<file path="config.mk">
export PLATFORM = sky130hd
export DESIGN_NAME = rr_arb_8
export DESIGN_NICKNAME = d
export VERILOG_FILES = /design/src/rtl/rr_arb_8.sv
export SDC_FILE = /design/constraint.sdc
export NUM_CORES = 1
export LEC_CHECK = 0
export BUFFER_PORTS_ARGS = -buffer_cell sky130_fd_sc_hd__buf_2
export CORE_ASPECT_RATIO = 1.1
export CORE_MARGIN = 2
export CORE_UTILIZATION = 56
export CTS_CLUSTER_DIAMETER = 30
export DETAILED_ROUTE_END_ITERATION = 7
export GPL_TIMING_DRIVEN = 1
export PLACE_DENSITY = 0.8
export SETUP_SLACK_MARGIN = 0.3
export SYNTH_ARGS = -nofsm -noshare
export SYNTH_HDL_FRONTEND = slang
export SYNTH_SLANG_ARGS = --single-unit
</file>
<file path="constraint.sdc">
create_clock -name clk -period 11.01 [get_ports clk]
set_clock_uncertainty 0.2 [all_clocks]
set_input_delay 0.5505 -clock clk [delete_from_list [all_inputs] [get_ports clk]]
set_output_delay 0.5505 -clock clk [all_outputs]
set_load 0.02 [all_outputs]
</file>
<file path="src/rtl/rr_arb_8.sv">
// -----------------------------------------------------------------------------
// rr_arb_8 -- eight-way round-robin arbiter with hold limit
//
// Shares one decoder-selected resource among eight requesters. The owner keeps
// the grant until it pulses done, drops its request, or reaches the hold
// limit. Every change of owner passes through one IDLE cycle.
//
// Parameters
//   MAX_HOLD   maximum grant length in cycles, 0..255 (0 = unlimited)
//
// Ports
//   clk        rising-edge clock
//   rst_n      asynchronous active-low reset
//   req[7:0]   level-sensitive request vector, bit i = requester i
//   done       owner release strobe, ignored while grant_vld=0
//   grant_idx  registered index of the current owner
//   grant_vld  registered grant enable (decoder enable)
//   grant[7:0] registered one-hot grant, zero while grant_vld=0
//   timeout    one-cycle pulse when the hold limit alone revoked the owner
// -----------------------------------------------------------------------------
module rr_arb_8 #(
  parameter int MAX_HOLD = 16
) (
  input  logic       clk,
  input  logic       rst_n,
  input  logic [7:0] req,
  input  logic       done,
  output logic [2:0] grant_idx,
  output logic       grant_vld,
  output logic [7:0] grant,
  output logic       timeout
);

  typedef enum logic {
    S_IDLE = 1'b0,
    S_OWN  = 1'b1
  } state_t;

  localparam bit         LP_LIM_EN = (MAX_HOLD != 0);
  // hold_cnt is 0 in the first owned cycle, so the last allowed cycle sees N-1
  localparam logic [7:0] LP_LIM    = 8'(MAX_HOLD - 1);

  state_t     r_state, w_state_nxt;
  logic [2:0] r_last,  w_last_nxt;
  logic [2:0] r_idx,   w_idx_nxt;
  logic       r_vld,   w_vld_nxt;
  logic [7:0] r_grant, w_grant_nxt;
  logic       r_to,    w_to_nxt;
  logic [7:0] r_cnt,   w_cnt_nxt;

  logic       w_found;
  logic [2:0] w_pick;
  logic       w_rel_done, w_rel_drop, w_rel_lim;

  // Rotating priority scan: (last+1) first, wrapping mod 8, last itself last.
  always_comb begin
    w_found = 1'b0;
    w_pick  = 3'd0;
    for (int k = 1; k <= 8; k++) begin
      if (!w_found && req[r_last + 3'(k)]) begin
        w_found = 1'b1;
        w_pick  = r_last + 3'(k);
      end
    end
  end

  assign w_rel_done = done;
  assign w_rel_drop = ~req[r_idx];
  assign w_rel_lim  = LP_LIM_EN && (r_cnt == LP_LIM);

  always_comb begin
    w_state_nxt = r_state;
    w_last_nxt  = r_last;
    w_idx_nxt   = r_idx;
    w_vld_nxt   = r_vld;
    w_grant_nxt = r_grant;
    w_to_nxt    = 1'b0;
    w_cnt_nxt   = r_cnt;
    case (r_state)
      S_IDLE: begin
        w_vld_nxt   = 1'b0;
        w_grant_nxt = 8'h00;
        if (w_found) begin
          w_idx_nxt   = w_pick;
          w_vld_nxt   = 1'b1;
          w_grant_nxt = 8'h01 << w_pick;
          w_cnt_nxt   = 8'h00;
          w_state_nxt = S_OWN;
        end
      end
      S_OWN: begin
        if (w_rel_done || w_rel_drop || w_rel_lim) begin
          w_vld_nxt   = 1'b0;
          w_grant_nxt = 8'h00;
          w_last_nxt  = r_idx;
          w_state_nxt = S_IDLE;
          // Only flag a timeout when the limit is the sole reason to release.
          w_to_nxt    = w_rel_lim && !w_rel_done && !w_rel_drop;
        end else if (r_cnt != 8'hFF) begin
          w_cnt_nxt = r_cnt + 8'd1;
        end
      end
      default: begin
        w_state_nxt = S_IDLE;
        w_vld_nxt   = 1'b0;
        w_grant_nxt = 8'h00;
      end
    endcase
  end

  always_ff @(posedge clk or negedge rst_n) begin
    if (!rst_n) begin
      r_state <= S_IDLE;
      r_last  <= 3'd7;
      r_idx   <= 3'd0;
      r_vld   <= 1'b0;
      r_grant <= 8'h00;
      r_to    <= 1'b0;
      r_cnt   <= 8'h00;
    end else begin
      r_state <= w_state_nxt;
      r_last  <= w_last_nxt;
      r_idx   <= w_idx_nxt;
      r_vld   <= w_vld_nxt;
      r_grant <= w_grant_nxt;
      r_to    <= w_to_nxt;
      r_cnt   <= w_cnt_nxt;
    end
  end

  assign grant_idx = r_idx;
  assign grant_vld = r_vld;
  assign grant     = r_grant;
  assign timeout   = r_to;

endmodule

</file>
==> impl_metrics.yaml <==
global_routing:
  antenna_found_initial: 0
  gr-total-overflow: 0
  grt_usage_pct: 23.85
  grt_start_max_net_pins: 26
  grt_pass1_vias: 1865
  grt_pass1_wl_um: 8907
critical_path:
  critPathTopFamily: "multiplexers"
  worstSetupStartpoint: "r_last[0]$_DFFE_PN1P_"
  required_ps: 10990
  crit_buf_inv: 1
  crit_arrival_ps: 4390
  worst_setup_path_end_kind: "flop"
  ff2ff_path_depth: 9
  cp-endpoint: "grant[2]$_DFFE_PN0P_"
  critPathKind: "flop to flop"
  r2r_end: "grant[2]$_DFFE_PN0P_"
  start_kind: "flop"
  slowest_delay_ps: 840
  crit_cells: 9
  reg2reg_from: "r_last[0]$_DFFE_PN1P_"
  crit_chain: "clkinv_1 -> ha_1 -> mux4_2 -> mux2i_1 -> nand2_1 -> nor4b_1 -> a211oi_1 -> or3_1 -> o31ai_1"
  slowest_stage: "dfstp_2"
  r2r_slack_ps: 6600
  crit_fanout: 23
finish:
  final_cell_mix: "nand2_1 (25), buf_2 (23), nor2_1 (22), dfrtp_1 (22), mux2i_1 (13)"
  fin_cells: 299
  diodes: 0
  final_common_cell: "nand2_1"
  area_growth_pct: 5.243
  nNetsFinal: 262
  drive_above_1_share_pct: 22.67
  utilization_pct: 61.46
run_status:
  status: "finished clean"
clock_network:
  post_cts.repair.setup_buffers: 0
  clk_root_buffer_cell: "clkbuf_8"
  clock_latency_ps: 260
  htreeDepth: 1
  cts.sinks: 25
  path_clk_slew_ps: 80
  cts_buffers: 3
  ctsResizeCount: 0
  cts_buffer_depth: 2
  cts_tree: "done"
  cts-hold-fix-buffers: 0
routing:
  drtIter0Drc: 131
  antenna_left: 0
  via_count: 1982
  wl_um: 5133
  drc_errors: 0
  viasPerCell: 6.629
  wl_per_cell_um: 17.17
  drt_first_pass_iters: 4
floorplan:
  fp.dieH_um: 71.43
  die-area_um2: 4664
  coreArea_um2: 3964
  io_pins: 24
  initial_core_util_pct: 58.40
  row_count: 24
  fp.dieW_um: 65.30
synthesis:
  avgSynthCellArea_um2: 9.685
  netlist_instances: 239
  synth_edf_count: 0
  syn-cell-area_um2: 2315
  async_flop_share_pct: 100.0
  synth_ff_type: "dfrtp_1"
  synth_seq_area_share_pct: 27.19
  syn_nets: 253
  ys_warn_count: 0
  yosysUniqueCellTypes: 56
  ys_seq_elements: 25
timing:
  finalHoldViolations: 0
  worst-slew-pin-transition_ps: 869.4
  clock.fmax_mhz: 226.7
  max_slew_margin_pct: 41.27
  setup_viol: 0
  maxSlewViolCount: 0
  fin_crit_sh_pct: 40.06
  rsz0062_at_grt: "false"
  final.setup.tns_ps: 0
  period_needed_ps: 4410
run:
  max_cap_violations: 0
pwr:
  p_leak_nw: 0.9901
  peakVddDrop_uv: 179.1
  p_per_area_nw_per_um2: 328.4
  p_total_mw: 0.8001
placed_design:
  dp_hpwl_um: 3673
  gp_congestion: 0.8681
  dp.cells: 295
  port-buffer-count: 23
hold_path:
  min_path_type: "input port to async pin"
through the flow:
| stage | cell area [um^2] | hold WS [ps] | setup slack, ps |
|---|---|---|---|
| 5_1_grt | 2436 | 99.83 | 6234 |
| 3_3_place_gp | 2391 | 256.2 | 6741 |
| 4_1_cts | 2436 | 73.60 | 6639 |
| 3_5_place_dp | 2391 | 259.9 | 6655 |
| 6_report | 2436 | 55.18 | 6600 |
| 2_1_floorplan | 2315 | 54.91 | 7364 |
synth_stat cells, types with 2 or more instances:
| cell | number | area (um^2) |
|---|---|---|
| a2111oi_1 | 3 | 30.03 |
| a211oi_1 | 5 | 37.54 |
| a21oi_1 | 2 | 10.01 |
| a22o_1 | 3 | 26.28 |
| a22oi_1 | 2 | 15.01 |
| a311oi_1 | 2 | 17.52 |
| a31oi_1 | 3 | 18.77 |
| a32o_1 | 5 | 50.05 |
| and3_1 | 2 | 12.51 |
| buf_1 | 2 | 7.510 |
| buf_2 | 5 | 25.02 |
| buf_4 | 2 | 15.01 |
| buf_6 | 3 | 33.78 |
| clkbuf_1 | 8 | 30.03 |
| dfrtp_1 | 22 | 550.5 |
| dfstp_2 | 3 | 78.83 |
| ha_1 | 3 | 37.54 |
| inv_1 | 7 | 26.28 |
| mux2_2 | 8 | 90.09 |
| mux2i_1 | 13 | 130.1 |
| mux4_1 | 5 | 131.4 |
| mux4_2 | 11 | 247.7 |
| nand2_1 | 25 | 93.84 |
| nand2b_1 | 4 | 25.02 |
| nand3_1 | 6 | 30.03 |
| nor2_1 | 22 | 82.58 |
| nor2b_1 | 6 | 37.54 |
| nor3_1 | 5 | 25.02 |
| nor4_1 | 2 | 12.51 |
| nor4b_1 | 2 | 17.52 |
| o21a_1 | 2 | 15.01 |
| o21ai_0 | 10 | 50.05 |
| o22ai_1 | 2 | 12.51 |
| o31ai_1 | 4 | 30.03 |
| or2_2 | 2 | 12.51 |
| xnor2_1 | 8 | 70.07 |
layout make-up:
class | instances | area, um^2
fill | 349 | 1528
multi-input combinational | 186 | 1544
clock buffer | 4 | 45.04
sequential | 25 | 629.4
inverter | 8 | 30.03
tap | 52 | 65.06
timing repair buffer | 24 | 122.6
sequential cells by signal, indices dropped and copies added, names as in the netlist:
register / cells
grant: 8
r_cnt: 8
grant_idx: 3
r_last: 3
grant_vld: 1
r_state: 1
timeout: 1
worst min path at each step:
stage	end	slack (ps)	startpoint	depth (start not counted)
finish	grant[3]$_DFFE_PN0P_	60	rst_n	1
floorplan	grant[0]$_DFFE_PN0P_	50	rst_n	0
CTS	r_cnt[5]$_DFFE_PN0P_	70	rst_n	1
global placement	grant_vld$_DFFE_PN0P_	260	grant_vld$_DFFE_PN0P_	2
global route	grant[7]$_DFFE_PN0P_	100	rst_n	1
detailed placement	grant_vld$_DFFE_PN0P_	260	grant_vld$_DFFE_PN0P_	2
cells by family after synthesis:
kind of cell / share of synthesized area (%)
fa+ha+maj: 1.622
buf+inv: 6.108
compound gates: 17.78
mux: 27.14
flops: 27.19
simple gates: 17.14
xor+xnor: 3.027
metal layers:
| metal | track usage [%] | up-vias | part of all wire (%) |
|---|---|---|---|
| met5 | 0 | - | 0 |
| met4 | 5.787 | 0 | 2.3 |
| met3 | 3.611 | 13 | 5.2 |
| met2 | 39.23 | 67 | 50 |
| met1 | 33.44 | 972 | 43 |
| li1 | - | 930 | - |
power breakdown:
group	internal [mW]	switching, mW
logic	0.250	0.313
registers	0.122	0.0618
clock network	0.0259	0.0274
total	0.398	0.402
worst reg2reg max path, delay by kind of cell, from the launching register on:
family	cells	cell delay, ps
compound gates	2	380
fa+ha+maj	1	720
buf+inv	1	360
flops	1	840
mux	2	950
simple gates	3	880
No activity file was read; power rests on OpenSTA's default activity.
